File: src/rtl/bnn_layer_sequencer.sv
// bnn_layer_sequencer: buffers one binarized frame and runs a shared XNOR-popcount engine over all MLP layers
// clk/xrst        : rising-edge clock, asynchronous active-high reset
// pix/pix_valid/pix_ready : pixel stream in, transfer = pix_valid & pix_ready, accepted only in LOAD
// w_rd/w_addr/w_bit       : weight ROM port, w_bit returns one cycle after w_rd
// t_addr/t_data           : threshold ROM port, t_addr held for a whole neuron
// busy                    : high while the layers are being evaluated
// pred/pred_valid         : prediction (MSB = output neuron 0) with a one-cycle update strobe
module bnn_layer_sequencer #(
    parameter int WIDTH_IN  = 784,
    parameter int WIDTH_MID = 16,
    parameter int WIDTH_OUT = 10,
    parameter int DEPTH     = 1,
    parameter int COUNT_BIT = 16,
    parameter int PIX_TH    = 64,
    parameter int W_ADDR_W  = 14,
    parameter int T_ADDR_W  = 6
) (
    input  logic                 clk,
    input  logic                 xrst,
    input  logic [7:0]           pix,
    input  logic                 pix_valid,
    output logic                 pix_ready,
    output logic                 w_rd,
    output logic [W_ADDR_W-1:0]  w_addr,
    input  logic                 w_bit,
    output logic [T_ADDR_W-1:0]  t_addr,
    input  logic [COUNT_BIT-1:0] t_data,
    output logic                 busy,
    output logic [WIDTH_OUT-1:0] pred,
    output logic                 pred_valid
);
    localparam int I_W = $clog2(WIDTH_IN);
    localparam int C_W = $clog2(WIDTH_IN + 2);
    localparam int M_W = $clog2(WIDTH_MID);
    localparam int L_W = $clog2(DEPTH + 2);

    typedef enum logic [1:0] {IDLE, LOAD, RUN, DONE} state_t;
    state_t state, state_nxt;

    logic [I_W-1:0]       pix_cnt;
    logic [C_W-1:0]       cnt, k;
    logic [M_W-1:0]       n;
    logic [L_W-1:0]       layer;
    logic [COUNT_BIT-1:0] acc;
    logic [WIDTH_IN-1:0]  img;
    logic [WIDTH_MID-1:0] act_buf [2];
    logic [WIDTH_OUT-2:0] shadow;
    logic [31:0]          fan_in;
    logic xfer, last_pix, commit, last_n, last_layer, done_now, act, x;

    always_comb begin
        xfer       = pix_valid & pix_ready;
        last_pix   = pix_cnt == I_W'(WIDTH_IN - 1);
        busy       = state == RUN;
        last_layer = layer == L_W'(DEPTH + 1);
        fan_in     = layer == '0 ? 32'(WIDTH_IN) : 32'(WIDTH_MID);
        commit     = busy && 32'(cnt) == fan_in + 32'd1;
        last_n     = n == M_W'((last_layer ? WIDTH_OUT : WIDTH_MID) - 1);
        done_now   = commit && last_layer && last_n;
        // cnt runs one ahead of the input index because w_bit arrives a cycle after its address
        k          = cnt - C_W'(1);
        // layer L reads the ping-pong half written by layer L-1
        x          = layer == '0 ? img[k[I_W-1:0]] : act_buf[~layer[0]][k[M_W-1:0]];
        act        = acc > t_data;
        w_rd       = busy && 32'(cnt) < fan_in;
        w_addr     = w_rd ? W_ADDR_W'((layer == '0 ? 32'd0 : 32'(WIDTH_MID * WIDTH_IN)
                         + (32'(layer) - 32'd1) * 32'(WIDTH_MID * WIDTH_MID))
                         + 32'(n) * fan_in + 32'(cnt)) : '0;
        t_addr     = busy ? T_ADDR_W'(32'(WIDTH_MID) * 32'(layer) + 32'(n)) : '0;
        state_nxt  = state == IDLE ? LOAD :
                     state == LOAD ? (xfer && last_pix ? RUN : LOAD) :
                     state == RUN  ? (done_now ? DONE : RUN) : LOAD;
    end

    always_ff @(posedge clk or posedge xrst) begin
        if (xrst) state <= IDLE;
        else      state <= state_nxt;
    end

    always_ff @(posedge clk or posedge xrst) begin
        if (xrst) begin
            pix_cnt    <= '0;
            cnt        <= '0;
            n          <= '0;
            layer      <= '0;
            acc        <= '0;
            pix_ready  <= 1'b0;
            pred       <= '0;
            pred_valid <= 1'b0;
        end else begin
            pix_ready  <= state_nxt == LOAD;
            pred_valid <= done_now;
            if (xfer) pix_cnt <= last_pix ? '0 : pix_cnt + 1'b1;
            if (commit) begin
                cnt <= '0;
                acc <= '0;
                n   <= last_n ? '0 : n + 1'b1;
                if (last_n) layer <= last_layer ? '0 : layer + 1'b1;
            end else if (busy) begin
                cnt <= cnt + 1'b1;
                if (cnt != '0) acc <= acc + COUNT_BIT'(w_bit == x);
            end
            if (done_now) pred <= {shadow, act};
        end
    end

    // frame and activation storage carries no reset; output neurons shift in so neuron 0 ends at the MSB
    always_ff @(posedge clk) begin
        if (xfer) img[pix_cnt] <= pix > 8'(PIX_TH);
        if (commit && last_layer) shadow <= {shadow[WIDTH_OUT-3:0], act};
        else if (commit) act_buf[layer[0]][n] <= act;
    end
endmodule
File: config.mk
export PLATFORM = sky130hd
export DESIGN_NAME = bnn_layer_sequencer
export DESIGN_NICKNAME = d
export VERILOG_FILES = /design/src/rtl/bnn_layer_sequencer.sv
export SDC_FILE = /design/constraint.sdc
export NUM_CORES = 1
export LEC_CHECK = 0
export CORE_AREA = 2 2 320 322
export CTS_CLUSTER_DIAMETER = 100
export DETAILED_ROUTE_END_ITERATION = 10
export DIE_AREA = 0 0 322 324
export PLACE_DENSITY = 0.65
export REMOVE_ABC_BUFFERS = 1
export SETUP_SLACK_MARGIN = 0.5
export SLEW_MARGIN = 20
export SYNTH_ARGS = -nofsm -noshare
export SYNTH_HDL_FRONTEND = slang
export SYNTH_SLANG_ARGS = --single-unit
File: constraint.sdc
create_clock -name clk -period 6.2 [get_ports clk]
set_clock_uncertainty 0.15 [all_clocks]
set_input_delay 1.24 -clock clk [delete_from_list [all_inputs] [get_ports clk]]
set_output_delay 1.24 -clock clk [all_outputs]
set_load 0.005 [all_outputs]
Word-level counts from Yosys, hierarchy flattened
Memory sizes are Yosys's and may differ from the RTL's.
Cells that the tools add are included.

storage, ports and cells
  register bits after elaboration = 849
  bits in writable memories = 32
  input port bits = 28
  output and inout bits = 34
  word-level logic and storage cells = 90
  memories kept = 1

memory list
  memory   words  width  read ports  clocked after memory_dff  wr ports  RTL line  source
  act_buf  2      16     1           0                         1         46        logic [WIDTH_MID-1:0] act_buf [2];

operators by class
  add/subtract/negate cells = 13
  multiply operators = 1
  order comparisons = 9
  eq/ne operators = 8
  muxes and demuxes = 31
  bitwise logic cells = 2
  reductions and logical operators = 14

operator list
  kind                    number
  $bwmux 784              1
  $mux 16                 4
  $mux 10                 4
  $mux 14                 2
  $lt 10x11->1 const B    2
  $add 10x1->10 const B   2
  $add 16x1->16           1
  $gt 16x16->1            1
  $add 13x11->14 const A  1
  $add 14x10->14          1
  $add 14x14->14          1
  $mul 4x10->14           1
  $add 10x1->11 const B   1
  $eq 10x11->1            1
  $bmux 1 s10             1
  $demux 1 s10            1
  $eq 10x10->1 const B    1
  $ge 10x1->1 const B     1
  $lt 10x10->1            1
  $lt 4x5->1 const B      2
  $mux 2                  5
  $reduce_bool 10->1      1
  $sub 10x1->10 const B   1
  $gt 8x7->1 const B      1
  other kinds (21)        40

Longest topological paths before layout
  depth after elaboration = 12
  depth in mapped cells = 26
  mapped depth without buffers = 18

Worst setup path before layout
OpenSTA, ideal clock, no wires.

  kind = input -> register
  start point = in pix[3]
  end point = reg img[0] (data pin)
  library setup time = 2.038 ns
  arrival = 10.043 ns
  required time = 4.012 ns
  slack = -6.031 ns
  stages on the path = 3
  buffers on the path = 0
  cell sequence = nor4_1 > nand2_1 > a21o_1

between the ends
  longest elaborated chain between the ends = 2

ends and longest elaborated chain
  what                            RTL line  source
  start: declaration              20        input logic [7:0] pix,
  $gt 8x7->1                      109       if (xfer) img[pix_cnt] <= pix > 8'(PIX_TH);
  $bwmux 784                      109
  end signal: indexed assignment  109
  end: declaration                45        logic [WIDTH_IN-1:0] img;

No other way between the ends.
A chain may end at the register's enable or synchronous reset.

Final worst setup path
  start point = reg layer[1]
  end point = out w_addr[10]

between the ends
  longest elaborated chain between the ends = 6
  elaborated cells between the ends (all ways) = 11
  those cells by class = 4 x add/sub; 1 x mul; 1 x order compare; 3 x mux; 2 x reduce/logical

ends and longest elaborated chain
  what                                            RTL line    source
  start: declaration                              43          logic [L_W-1:0] layer;
  start signal: assignment                        98          if (last_n) layer <= last_layer ? '0 : layer + 1'b1;
  $logic_not 2->1 or $sub 2x1->3 (tied branches)  56, 66, 67
  $mux 10 or $add 13x11->14 (tied branches)       56, 67
  $mul 4x10->14 or $mux 14 (tied branches)        68, 66
  $add 14x14->14                                  68          + 32'(n) * fan_in + 32'(cnt)) : '0;
  $add 14x10->14                                  68
  $mux 14 *                                       66          w_addr = w_rd ? W_ADDR_W'((layer == '0 ? 32'd0 : 32'(WIDTH_MID * WIDTH_IN)
  end: declaration                                24          output logic [W_ADDR_W-1:0] w_addr,

Mark *: on every way between the ends. The rest lies on a longest branch, timed or not.

==> impl_metrics.yaml <==
timing:
  worst_pin_slew_ns: 1.141
  whs_ns: 0.2980
  finalHoldViolCount: 0
  slew_headroom: 0.2378
  finalSetupTns_ns: 0
  rsz0062_at_grt: "no"
  fmax_mhz: 183.3
  min_period_ns: 5.457
  fin_crit_sh: 0.8801
  finalMaxSlewViolations: 0
  finalSetupViolCount: 0
placement:
  portBuffers: 61
  dpl-instance-area_sq_mm: 0.04215
  hpwl_microns: 65250
  place_congestion: 0.8869
routing:
  wire_per_inst_microns: 25.41
  dr.pass1.iters: 5
  vias: 24905
  vias_per_cell: 5.766
  antenna_left: 0
  routed_wl_microns: 109800
  drc_errors: 0
  drt_iter0_markers: 3302
critical_path:
  required_ns: 4.81
  critPathLaunchType: "flip-flop"
  timing.rr.start: "cnt[1]$_DFFE_PP0P_"
  worstPathArrival_ns: 4.07
  regToRegEndpoint: "acc[13]$_DFFE_PP0P_"
  r2r_slack_ns: 0.91
  worst-path-max-fanout: 2
  crit_type: "flip-flop to output port"
  cp-end-kind: "output port"
  reg2reg_depth: 18
run_status:
  outcome: "complete, no violations"
logic_synthesis:
  synth_warnings: 0
  synthTopCellsByCount: "878 x nor2_1, 825 x edfxtp_1, 215 x nand2_1"
  synthTopCellsByArea: "edfxtp_1 62%, mux4_2 12%, nor2_1 8.2%"
  ys_types: 77
  synth_top_cell_area_share: 0.6176
  syn_avg_cell_area_sq_um: 13.74
  synth_area_sq_mm: 0.04011
  syn_inst: 2919
  ys_ff_latch: 881
  yosys.area.top_type: "edfxtp_1"
  ys_async_sr_fraction: 0.06356
  ys.flop_type: "edfxtp_1"
  synthMostInstantiatedCell: "nor2_1"
  synth_edf_count: 825
  synth.yosys.seq_area_share: 0.6525
global_routing:
  antenna_found_initial: 0
  grt_pass1_vias: 24449
  grt_usage: 0.2109
  grt_pass1_wl_microns: 162400
  grt_start_max_net_pins: 138
  globalRouteOverflowTotal: 0
clock_tree:
  cts_root_buffer: "clkbuf_16"
  cts_tree: "built"
  postCtsHoldBufs: 0
  cts.htree.levels: 3
  cts_buffer_depth: 3
  cts.sink_count: 881
  clkTransAtPathRegs_ns: 0.06
  insertion_delay_ns: 0.67
  cts_buffers: 91
worst_hold_path:
  hold_class: "flip-flop to flip-flop"
  min_from: "shadow[0]$_DFFE_PP_"
  hold-path-endpoint: "shadow[1]$_DFFE_PP_"
  hold_path_depth: 0
cells_and_area:
  antennaDiodeCount: 0
  fin_area_sq_mm: 0.04506
  drive_gt1_frac: 0.1585
  num-nets-final: 3034
  syn2layout_area_growth_pct: 12.32
die:
  die_area_sq_mm: 0.1043
  core_sq_mm: 0.1010
  initial_core_util: 0.3971
  dieWidth_microns: 322
  num_rows: 117
  die_height_microns: 324
  io_pins: 62
power:
  power_density_mw_per_mm2: 266.3
  p_leak_nw: 15.25
  peakVddDrop_mv: 0.2022
flow_run:
  max_cap_violations: 0
==> cells by family after synthesis <==
| family | Yosys count | synth area share |
|---|---|---|
| xor gates and xnor gates | 46 | 0.01023 |
| DFF | 881 | 0.6525 |
| and+or+nand+nor | 1298 | 0.1335 |
| AOI/OAI and AO/OA | 105 | 0.01987 |
| adders and majority gates | 66 | 0.02152 |
| buffers and inverters | 266 | 0.02998 |
| muxes | 257 | 0.1324 |
==> cells in the final DEF (no fill, tap or decap), types with 19 or more instances in the layout <==
| cell type | count |
|---|---|
| nor2_1 | 877 |
| edfxtp_1 | 825 |
| mux4_2 | 208 |
| nand2_1 | 205 |
| clkbuf_16 | 93 |
| buf_4 | 75 |
| nand3_1 | 65 |
| clkdlybuf4s50_1 | 59 |
| ha_1 | 58 |
| dfrtp_1 | 55 |
| inv_1 | 41 |
| nand4_1 | 33 |
| xor2_1 | 25 |
| mux2i_1 | 24 |
| clkbuf_1 | 23 |
| o21ai_0 | 20 |
| clkinv_1 | 20 |
| nor3_1 | 19 |
==> state kept, by name (all words and copies together) (netlist names) <==
signal and cells:
acc 16, act_buf 32, cnt 10, img 784, layer 2, n 4, pix_cnt 10, pix_ready 1
pred 10, pred_valid 1, shadow 9, state 2
==> critical path, stage by stage, from the launching register on <==
cell,delay (ns)
dfrtp_1,0.36
inv_2,0.05
ha_2,0.31
xor2_1,0.16
nand2_1,0.08
fa_1,0.48
inv_1,0.04
ha_1,0.26
ha_1,0.28
ha_1,0.31
o21ai_0,0.08
nand2b_1,0.10
buf_4,0.14
xnor2_1,0.11
nor2_1,0.10
clkdlybuf4s50_1,0.52
==> how the worst max path moves through the flow <==
stage | cells after the start | to | from
5_1_grt | 15 | w_addr[10] | layer[1]$_DFFE_PP0P_
6_report | 15 | w_addr[10] | layer[1]$_DFFE_PP0P_
4_1_cts | 17 | w_addr[13] | layer[1]$_DFFE_PP0P_
3_5_place_dp | 18 | acc[13]$_DFFE_PP0P_ | cnt[1]$_DFFE_PP0P_
3_3_place_gp | 18 | acc[15]$_DFFE_PP0P_ | cnt[1]$_DFFE_PP0P_
2_1_floorplan | 16 | acc[15]$_DFFE_PP0P_ | cnt[0]$_DFFE_PP0P_
==> where the power goes <==
part,total [mW],switching (mW),internal [mW]
clock,5.22,2.29,2.93
combinational,0.226,0.143,0.0829
sequential,6.56,0.0348,6.52
total,12.0,2.46,9.54
==> through the flow <==
step / utilization / setup slack [ns] / total power, mW / instances
CTS: 0.4452 / 0.5048 / 12.05 / 4315
global placement: 0.4172 / 0.6322 / 6.900 / 4149
floorplan: - / -10.75 / 6.878 / 2698
detailed placement: 0.4173 / 0.6839 / 6.907 / 4150
global route: 0.4461 / 0.5679 / 12.32 / 4319
finish: 0.4461 / 0.7433 / 12.00 / 4319
==> what timing repair did <==
item                       4_1_cts  5_1_grt
pin swaps                        2        4
resized for setup                6        5
setup buffers                    2        4
gates cloned                     0        0
setup endpoints to repair        3        9
==> per-layer routing <==
metal / vias up / global-route usage / share of wire
met5: - / 0 / 0
met4: 0 / 0.08204 / 0.038
li1: 10666 / - / -
met3: 227 / 0.04414 / 0.10
met2: 1244 / 0.3374 / 0.47
met1: 12768 / 0.2834 / 0.39
==> layout make-up <==
type	instances	area, sq um
sequential	881	26180
inverter	45	168.9
clock buffer	117	2427
multi-input combinational	1772	12860
clock inverter	46	355.3
tap	1309	1638
fill	9015	55950
timing repair buffer	149	1425
(Power assumes the default switching activity.)
